==> src/rtl/crash_detector_pkg.sv <==
// Shared playfield constants and crash/miss bit positions for the ball datapath.
// The ball mover imports the same CRASH_* indices to decode oCrash.
package crash_detector_pkg;

  localparam int X_MIN      = 8;
  localparam int X_MAX      = 632;
  localparam int Y_MIN      = 8;
  localparam int Y_MAX      = 472;
  localparam int BALL_SIZE  = 16;
  localparam int PADDLE_LEN = 64;
  localparam int WIN_SCORE  = 9;

  localparam int CRASH_LEFT  = 3;
  localparam int CRASH_RIGHT = 2;
  localparam int CRASH_UP    = 1;
  localparam int CRASH_DOWN  = 0;

  localparam int MISS_LEFT  = 1;
  localparam int MISS_RIGHT = 0;

  // Coordinates are widened to 11 bits before adding sizes so sums never wrap.
  function automatic logic [10:0] widen(input logic [9:0] v);
    return {1'b0, v};
  endfunction

endpackage

==> src/rtl/crash_detector_arm.sv <==
// One-shot pulse generator: emits a single registered pulse per zone entry and
// re-arms only after the zone condition has dropped for at least one cycle.
module crash_arm (
  input  logic iVGA_CLK,
  input  logic iRST_n,
  input  logic zone_i,
  output logic fire_o,
  output logic pulse_o
);

  logic armed_q, armed_d;
  logic pulse_q, pulse_d;

  // fire_o is the unregistered request so the top can qualify misses in the same cycle.
  always_comb begin
    fire_o  = zone_i & armed_q;
    pulse_d = fire_o;
    armed_d = ~zone_i;
  end

  always_ff @(posedge iVGA_CLK or negedge iRST_n) begin
    if (!iRST_n) begin
      armed_q <= 1'b1;
      pulse_q <= 1'b0;
    end else begin
      armed_q <= armed_d;
      pulse_q <= pulse_d;
    end
  end

  assign pulse_o = pulse_q;

endmodule

==> src/rtl/crash_detector.sv <==
// Wall/paddle collision detector feeding the ball mover and score overlay.
// Paddle checks, misses and scoring exist only when CRASH_PADDLE_EN is defined.
module crash_detector
  import crash_detector_pkg::*;
#(
  parameter int X_MIN      = crash_detector_pkg::X_MIN,
  parameter int X_MAX      = crash_detector_pkg::X_MAX,
  parameter int Y_MIN      = crash_detector_pkg::Y_MIN,
  parameter int Y_MAX      = crash_detector_pkg::Y_MAX,
  parameter int BALL_SIZE  = crash_detector_pkg::BALL_SIZE,
  parameter int PADDLE_LEN = crash_detector_pkg::PADDLE_LEN,
  parameter int WIN_SCORE  = crash_detector_pkg::WIN_SCORE
) (
  input  logic       iVGA_CLK,
  input  logic       iRST_n,
  input  logic [9:0] iBall_x,
  input  logic [9:0] iBall_y,
  input  logic [9:0] iPaddleL_y,
  input  logic [9:0] iPaddleR_y,
  output logic [3:0] oCrash,
  output logic [1:0] oMiss,
  output logic [3:0] oScoreL,
  output logic [3:0] oScoreR,
  output logic       oGameOver
);

  localparam logic [10:0] X_MIN_W = 11'(X_MIN);
  localparam logic [10:0] X_MAX_W = 11'(X_MAX);
  localparam logic [10:0] Y_MIN_W = 11'(Y_MIN);
  localparam logic [10:0] Y_MAX_W = 11'(Y_MAX);
  localparam logic [10:0] BALL_W  = 11'(BALL_SIZE);

  logic [10:0] ball_x;
  logic [10:0] ball_y;
  logic [3:0]  zone;
  logic [3:0]  fire;

  always_comb begin
    ball_x = widen(iBall_x);
    ball_y = widen(iBall_y);
    zone   = '0;
    zone[CRASH_LEFT]  = (ball_x <= X_MIN_W);
    zone[CRASH_RIGHT] = (ball_x + BALL_W >= X_MAX_W);
    zone[CRASH_UP]    = (ball_y <= Y_MIN_W);
    zone[CRASH_DOWN]  = (ball_y + BALL_W >= Y_MAX_W);
  end

  for (genvar i = 0; i < 4; i++) begin : g_arm
    crash_arm u_arm (
      .iVGA_CLK (iVGA_CLK),
      .iRST_n   (iRST_n),
      .zone_i   (zone[i]),
      .fire_o   (fire[i]),
      .pulse_o  (oCrash[i])
    );
  end

`ifdef CRASH_PADDLE_EN
  localparam logic [10:0] PADDLE_W = 11'(PADDLE_LEN);
  localparam logic [3:0]  WIN_W    = 4'(WIN_SCORE);

  logic       overlap_l, overlap_r;
  logic [1:0] miss_q, miss_d;
  logic [3:0] score_l_q, score_l_d;
  logic [3:0] score_r_q, score_r_d;
  logic       game_over_q, game_over_d;

  // A side crash always bounces; it only counts as a miss when the paddle is elsewhere.
  // Scores freeze once the game is over, but crashes and misses keep flowing.
  always_comb begin
    overlap_l = (ball_y + BALL_W > widen(iPaddleL_y)) &&
                (ball_y < widen(iPaddleL_y) + PADDLE_W);
    overlap_r = (ball_y + BALL_W > widen(iPaddleR_y)) &&
                (ball_y < widen(iPaddleR_y) + PADDLE_W);
    miss_d = '0;
    miss_d[MISS_LEFT]  = fire[CRASH_LEFT]  & ~overlap_l;
    miss_d[MISS_RIGHT] = fire[CRASH_RIGHT] & ~overlap_r;
    score_l_d = score_l_q;
    score_r_d = score_r_q;
    if (!game_over_q) begin
      if (miss_d[MISS_RIGHT] && (score_l_q < WIN_W)) score_l_d = score_l_q + 4'd1;
      if (miss_d[MISS_LEFT]  && (score_r_q < WIN_W)) score_r_d = score_r_q + 4'd1;
    end
    game_over_d = game_over_q | (score_l_d == WIN_W) | (score_r_d == WIN_W);
  end

  always_ff @(posedge iVGA_CLK or negedge iRST_n) begin
    if (!iRST_n) begin
      miss_q      <= '0;
      score_l_q   <= '0;
      score_r_q   <= '0;
      game_over_q <= 1'b0;
    end else begin
      miss_q      <= miss_d;
      score_l_q   <= score_l_d;
      score_r_q   <= score_r_d;
      game_over_q <= game_over_d;
    end
  end

  assign oMiss     = miss_q;
  assign oScoreL   = score_l_q;
  assign oScoreR   = score_r_q;
  assign oGameOver = game_over_q;
`else
  localparam int unused_params = PADDLE_LEN + WIN_SCORE;
  logic unused_paddle;

  assign unused_paddle = ^{iPaddleL_y, iPaddleR_y};
  assign oMiss     = 2'b00;
  assign oScoreL   = 4'd0;
  assign oScoreR   = 4'd0;
  assign oGameOver = 1'b0;
`endif

endmodule

==> config.mk <==
export PLATFORM = sky130hd
export DESIGN_NAME = crash_detector
export DESIGN_NICKNAME = d
export VERILOG_FILES = /design/src/rtl/crash_detector_pkg.sv /design/src/rtl/crash_detector_arm.sv /design/src/rtl/crash_detector.sv
export SDC_FILE = /design/constraint.sdc
export NUM_CORES = 1
export LEC_CHECK = 0
export CORE_AREA = 2 2 39 41
export CTS_CLUSTER_SIZE = 30
export DETAILED_ROUTE_END_ITERATION = 8
export DIE_AREA = 0 0 41 43
export DONT_BUFFER_PORTS = 1
export SLEW_MARGIN = 20
export SYNTH_ARGS = -nofsm -noshare
export SYNTH_HDL_FRONTEND = slang
export SYNTH_SLANG_ARGS = --single-unit
==> constraint.sdc <==
create_clock -name iVGA_CLK -period 2.1 [get_ports iVGA_CLK]
set_input_delay 0.63 -clock iVGA_CLK [delete_from_list [all_inputs] [get_ports iVGA_CLK]]
set_output_delay 0.63 -clock iVGA_CLK [all_outputs]
set_load 0.005 [all_outputs]
After elaboration in Yosys (flattened, before gate mapping):

Cells that the tools add are included.
W data, S select, Z words.

* register bits after elaboration: 8
* input bits: 42
* output and inout port bits: 15
* word-level logic and storage cells: 22

* add/sub/neg operators: 2
* order comparisons: 4
* bitwise operators: 8

Operator list (count)
* $add A10 B5 Y11 const B: 2
* $le A10 B4 Y1 const B: 2
* $ge A11 B10 Y1 const B: 1
* $ge A11 B9 Y1 const B: 1
* $and A1 B1 Y1: 4
* $not A1 Y1: 4

Depth between registers and ports, before layout:

* depth after elaboration: 3
* depth in mapped cells: 6
* mapped depth without buffers: 6

Modules after synthesis:

Synthesis repeated with hierarchy kept, for this count alone.

* cell total of the unflattened synthesis: 68
* area total of the unflattened synthesis: 623.1 um^2

By module, submodules not included
* crash_detector: instances 1, cells each 52, area each 377.9 um^2, seq. area each 0.0 um^2
* crash_arm: instances 4, cells each 4, area each 61.3 um^2, seq. area each 51.3 um^2

Least setup slack after synthesis:

No wires, ideal clock.

* path type: input port to flip-flop
* from: input port iBall_x[4]
* to: register g_arm[2].u_arm.armed_q
* library setup time: 0.082 ns
* data arrival time: 1.488 ns
* required time: 2.018 ns
* setup slack: 0.530 ns
* stages: 5
* path buffers: 0
* cells stage by stage: ha_1 -> xnor2_1 -> o31ai_1 -> a21oi_1 -> or2_1

* cells in the longest elaborated chain, start to end: 3

Ends and longest elaborated chain
* start, declared: line crash_detector.sv:16 `input logic [9:0] iBall_x,`
* $add A10 B5 Y11: line crash_detector.sv:43 `zone[CRASH_RIGHT] = (ball_x + BALL_W >= X_MAX_W);`
* $ge A11 B10 Y1: line crash_detector.sv:43
* $not A1 Y1: line crash_detector_arm.sv:18 `armed_d = ~zone_i;`
* net g_arm[2].u_arm.armed_d: line crash_detector_arm.sv:11 `logic armed_q, armed_d;`
* end signal, assigned: line crash_detector_arm.sv:26 `armed_q <= armed_d;`
* end, declared: line crash_detector_arm.sv:11

The timed path passes the listed nets, and every way through them passes these cells.

Worst setup path in the final report:

Ends and elaborated chain as after synthesis.

==> flow_summary.html <==
<table>
<tr><th>Metric</th><th>Value</th></tr>
<tr><th colspan="2">Pwr</th></tr>
<tr><td>Worst supply voltage drop on vdd</td><td>141 uV</td></tr>
<tr><td>Power density cells</td><td>between 500 and 600 mW/mm^2</td></tr>
<tr><td>Total design power</td><td>roughly 330 uW</td></tr>
<tr><td>Static leakage</td><td>approximately 0.3 nW</td></tr>
<tr><th colspan="2">Place</th></tr>
<tr><td>Placement Cell Area</td><td>around 580 sq um</td></tr>
<tr><td>Count of input and output buffers</td><td>0</td></tr>
<tr><td>HPWL Detailed</td><td>roughly 740 microns</td></tr>
<tr><td>Global placer's final weighted congestion</td><td>slightly below 0.6</td></tr>
<tr><th colspan="2">Finish</th></tr>
<tr><td>Final Net Count</td><td>between 100 and 150</td></tr>
<tr><td>Area growth syn-to-layout</td><td>-4.55%</td></tr>
<tr><td>Non-Filler Cell Area, Final</td><td>around 600 sq um</td></tr>
<tr><td>Share of cells above drive strength 1</td><td>0.145</td></tr>
<tr><td>Filler cell count</td><td>164</td></tr>
<tr><td>Area used by multi-input combinational logic</td><td>334 sq um</td></tr>
<tr><td>Area taken by flip-flops and latches</td><td>205 sq um</td></tr>
<tr><td>Count of inserted antenna diode cells</td><td>0</td></tr>
<tr><th colspan="2">STA</th></tr>
<tr><td>Worst-case clock skew</td><td>between 0.005 and 0.006 ns</td></tr>
<tr><td>Count of endpoints failing setup in the final report</td><td>0</td></tr>
<tr><td>Final Hold Violating Endpoints</td><td>0</td></tr>
<tr><td>Max Clock Freq</td><td>between 700 and 800 MHz</td></tr>
<tr><td>Time the final worst path needs with I/O delays and setup</td><td>about 1.4 ns</td></tr>
<tr><td>Aggregate negative setup slack</td><td>0 ns</td></tr>
<tr><td>Setup repair after global routing missed its margin</td><td>no</td></tr>
<tr><td>Fraction of the cycle the final worst path needs</td><td>0.663</td></tr>
<tr><td>Max Slew Vio Count</td><td>0</td></tr>
<tr><th colspan="2">Logic synthesis</th></tr>
<tr><td>Prevailing post-synth register cell</td><td>dfstp_2</td></tr>
<tr><td>Number of enable-type register cells in the synthesized netlist</td><td>0</td></tr>
<tr><td>Post-synth top cells</td><td>buf_4 (15), ha_1 (6), inv_1 (5), nand2_1 (5)</td></tr>
<tr><td>Syn_area_per_cell</td><td>9.04 sq um</td></tr>
<tr><td>Cells after Synth</td><td>70</td></tr>
<tr><td>Share of the synthesized area in the top cell type</td><td>0.178</td></tr>
<tr><td>Synthesis-stage register bit count</td><td>8</td></tr>
<tr><td>Cell with the most instances after synthesis</td><td>buf_4</td></tr>
<tr><td>Async set or reset register ratio after synthesis</td><td>1.00</td></tr>
<tr><td>Dominant cell type by area after synthesis</td><td>buf_4</td></tr>
<tr><td>Top area cells in the synthesized netlist</td><td>buf_4 (18%), dfstp_2 (17%), dfrtp_1 (16%)</td></tr>
<tr><td>Count of cell types in the netlist</td><td>28</td></tr>
<tr><td>Fraction of the yosys area taken by sequential cells</td><td>0.324</td></tr>
<tr><td>Ys Warns</td><td>0</td></tr>
<tr><td>Mapped Area</td><td>around 630 sq um</td></tr>
<tr><th colspan="2">Clock tree</th></tr>
<tr><td>Clock tree from TritonCTS</td><td>yes</td></tr>
<tr><td>Post-cts hold buffer count</td><td>0</td></tr>
<tr><td>Clock Pin Slew Worst Setup and Hold Paths</td><td>~0.050 ns</td></tr>
<tr><td>Max clock buf depth</td><td>2</td></tr>
<tr><td>Clock tree root buffer cell</td><td>clkbuf_4</td></tr>
<tr><td>Worst-Skew Late Latency</td><td>0.25 ns</td></tr>
<tr><td>TritonCTS buffer count</td><td>3</td></tr>
<tr><td>PostCTS Resize Cnt</td><td>0</td></tr>
<tr><td>Count of buffers added by post-CTS timing repair for setup</td><td>0</td></tr>
<tr><td>Number of H-tree levels</td><td>1</td></tr>
<tr><td>Clock sink count</td><td>8</td></tr>
<tr><th colspan="2">Flow run</th></tr>
<tr><td>Max-cap violation count</td><td>0</td></tr>
<tr><th colspan="2">Detailed routing</th></tr>
<tr><td>DRC violation count after routing</td><td>0</td></tr>
<tr><td>Number of violations reported at the end of detailed-routing iteration 0</td><td>1</td></tr>
<tr><td>Count of antenna-violating nets left after detailed routing</td><td>0</td></tr>
<tr><td>Average wire per cell in the routed design</td><td>~10 microns</td></tr>
<tr><td>Via density per instance</td><td>about 4.7</td></tr>
<tr><td>Final wirelength</td><td>roughly 860 microns</td></tr>
<tr><td>Drt pass-1 iters</td><td>4</td></tr>
<tr><td>Total vias in the final route</td><td>402</td></tr>
<tr><th colspan="2">Die</th></tr>
<tr><td>Core Box Area</td><td>0.00138 sq mm</td></tr>
<tr><td>Die footprint</td><td>0.00176 sq mm</td></tr>
<tr><td>Number of top-level design ports</td><td>57</td></tr>
<tr><td>Height of the die</td><td>between 40 and 50 microns</td></tr>
<tr><td>Starting density of the core</td><td>0.458</td></tr>
<tr><td># rows</td><td>14</td></tr>
<tr><td>X dimension of the die</td><td>just over 40 microns</td></tr>
<tr><th colspan="2">Setup path</th></tr>
<tr><td>Data required, critical path</td><td>roughly 2.3 ns</td></tr>
<tr><td>Critical path's slowest cell</td><td>o31ai_1</td></tr>
<tr><td>Highest fanout seen on the critical path</td><td>5</td></tr>
<tr><td>Nature of the critical path startpoint</td><td>input port</td></tr>
<tr><td>Worst EP arrival</td><td>roughly 1.6 ns</td></tr>
<tr><td>Critical path's largest stage delay</td><td>0.25 ns</td></tr>
<tr><td>List of cells traversed by the critical path</td><td>ha_1 -&gt; xnor2_1 -&gt; o31ai_1 -&gt; a21oi_1 -&gt; or2_1</td></tr>
<tr><td>Critical setup path kind</td><td>input port to flop</td></tr>
<tr><td>Type of element capturing the critical path</td><td>flop</td></tr>
<tr><th colspan="2">Global route</th></tr>
<tr><td>All-layer global routing usage</td><td>0.119</td></tr>
<tr><td>Initial antenna violation count</td><td>0</td></tr>
<tr><td>GRT overflow</td><td>0</td></tr>
<tr><td>Vias in the first global route</td><td>between 300 and 400</td></tr>
<tr><td>First-pass GRT wire length</td><td>about 1.4 mm</td></tr>
<tr><td>Pin count of the biggest net entering global routing</td><td>9</td></tr>
<tr><th colspan="2">Worst hold path</th></tr>
<tr><td>Worst hold path class</td><td>input port to asynchronous set/reset pin</td></tr>
<tr><th colspan="2">Run status</th></tr>
<tr><td>Result of the run</td><td>complete, no violations</td></tr>
</table>
-- layout by cell type (no fill, tap or decap), types with 2 or more instances in the layout --
cell type  instances
inv_1              5
nor4_1             2
ha_1               6
clkbuf_4           3
and3_1             2
nand2_1            5
nor2_1             4
conb_1            11
nand3_1            3
dfstp_2            4
dfrtp_1            4
a21oi_1            2
xnor2_1            2
-- per-layer routing --
metal,routed length [microns],track usage
met3,71,0.0471
met5,0,0
met2,418,0.166
met4,0,0.0600
met1,370,0.152
-- metrics by stage --
step	instances	setup slack, ns	utilization	hold WS [ns]
4_1_cts	85	0.720	0.437	0.0602
3_3_place_gp	81	0.470	0.418	0.335
5_1_grt	85	0.653	0.437	0.0444
2_1_floorplan	80	0.530	-	0.334
6_report	85	0.708	0.437	0.0726
3_5_place_dp	81	0.458	0.418	0.335
-- final cells by class --
class,count,share of cell area
inverters,5,0.0311
multi-input cells,52,0.553
flip-flops and latches,8,0.340
well taps,16,0.0331
clock buffers,4,0.0435
-- flip-flops by register name, indices dropped and copies added, names as in the netlist --
name                 flops
g_arm.u_arm.armed_q      4
g_arm.u_arm.pulse_o      4
-- report_power, final --
part           total (mW)  switching, mW  internal [mW]  leakage, nW
Sequential          0.168        0.00258          0.166       0.0959
Clock               0.120         0.0478         0.0724       0.0150
Combinational      0.0437         0.0225         0.0212        0.191
-- critical path: cells and delay by family --
family / cells / cell delay, ns
AO/OA/AOI/OAI: 2 / 0.37
XOR/XNOR: 1 / 0.13
adder cells (fa/ha/maj): 1 / 0.22
AND/OR/NAND/NOR: 1 / 0.23
-- final timing paths --
kind | start | end | slack [ns] | cells past startpoint
hold / removal | iRST_n | g_arm[2].u_arm.pulse_o | 0.07 | 0
setup reg to reg | g_arm[2].u_arm.armed_q | g_arm[2].u_arm.pulse_o | 1.34 | 1
max in group asynchronous | iRST_n | g_arm[1].u_arm.armed_q | 1.85 | 0
setup / recovery | iBall_x[4] | g_arm[2].u_arm.armed_q | 0.71 | 5
hold reg to reg | g_arm[1].u_arm.armed_q | g_arm[1].u_arm.pulse_o | 0.45 | 2
min in group iVGA_CLK | g_arm[1].u_arm.armed_q | g_arm[1].u_arm.pulse_o | 0.45 | 2
-- kinds of logic after synthesis --
family	synth area share
adders and majority gates	0.119
DFF	0.324
and+or+nand+nor	0.200
buffers and inverters	0.208
muxes	0.0178
xor gates and xnor gates	0.0277
AOI/OAI and AO/OA	0.0988
other	0.00592
Note: power is estimated with default switching activity, not from simulation.
==> edit, RTL diff (config.mk and constraints unchanged) <==
Build with the macro `CRASH_PADDLE_EN` defined.
--- a/src/rtl/crash_detector.sv
+++ b/src/rtl/crash_detector.sv
@@ -2,2 +2,4 @@
 // Paddle checks, misses and scoring exist only when CRASH_PADDLE_EN is defined.
+`define CRASH_PADDLE_EN
+
 module crash_detector
Function: changed (Yosys sat finds a counterexample within 4 cycles, from zero or initial values and one cycle with iRST_n low).
==> edit against the original RTL <==
- the run now fails in 3_1_place_gp_skip_io
- synthesized area grew to 3.3 times the old value
==> edit: results <==
status:
  status: "did not finish"
  stop_stage: "3_1_place_gp_skip_io"
  firstError: "[ERROR GPL-0301] Utilization 167.789 % exceeds 100%."
floorplanning:
  row_count: 14
synthesis:
  synth_cell_type_count: 45
  yosys_most_used_dff: "dfrtp_1"
  synth_nets: 323
  synthTopCellsByCount: "44 x ha_1, 35 x inv_1, 17 x nand3_1"
  ys_ff_latch: 19
  async_flop_share_pct: 100
  synth_edf_count: 0
  ys_top_cells_by_area: "ha_1 26%, dfrtp_1 18%, inv_1 6.2%"
  seq_area_frac_synth_pct: 22.8
  yosys_warnings: 0
  synth_cells: 237
## edit: changes by cell type after synthesis, sizes merged, moves of 4 or more
| cell | delta |
|---|---|
| ha | +38 |
| inv | +30 |
| nand3 | +14 |
| a21oi | +13 |
| buf | -11 |
| dfrtp | +11 |
| xnor2 | +9 |
| a21o | +7 |
| a211oi | +5 |
| nand2b | +5 |
| nor2 | +5 |
| nand4b | +4 |
| nor4 | +4 |
## edit: cell families after synthesis
group | share of synthesized area (%)
AOI/OAI and AO/OA | 15.2
xor gates and xnor gates | 4.99
adders and majority gates | 26.2
buffers and inverters | 7.67
DFF | 22.8
muxes | 1.66
and+or+nand+nor | 21.5
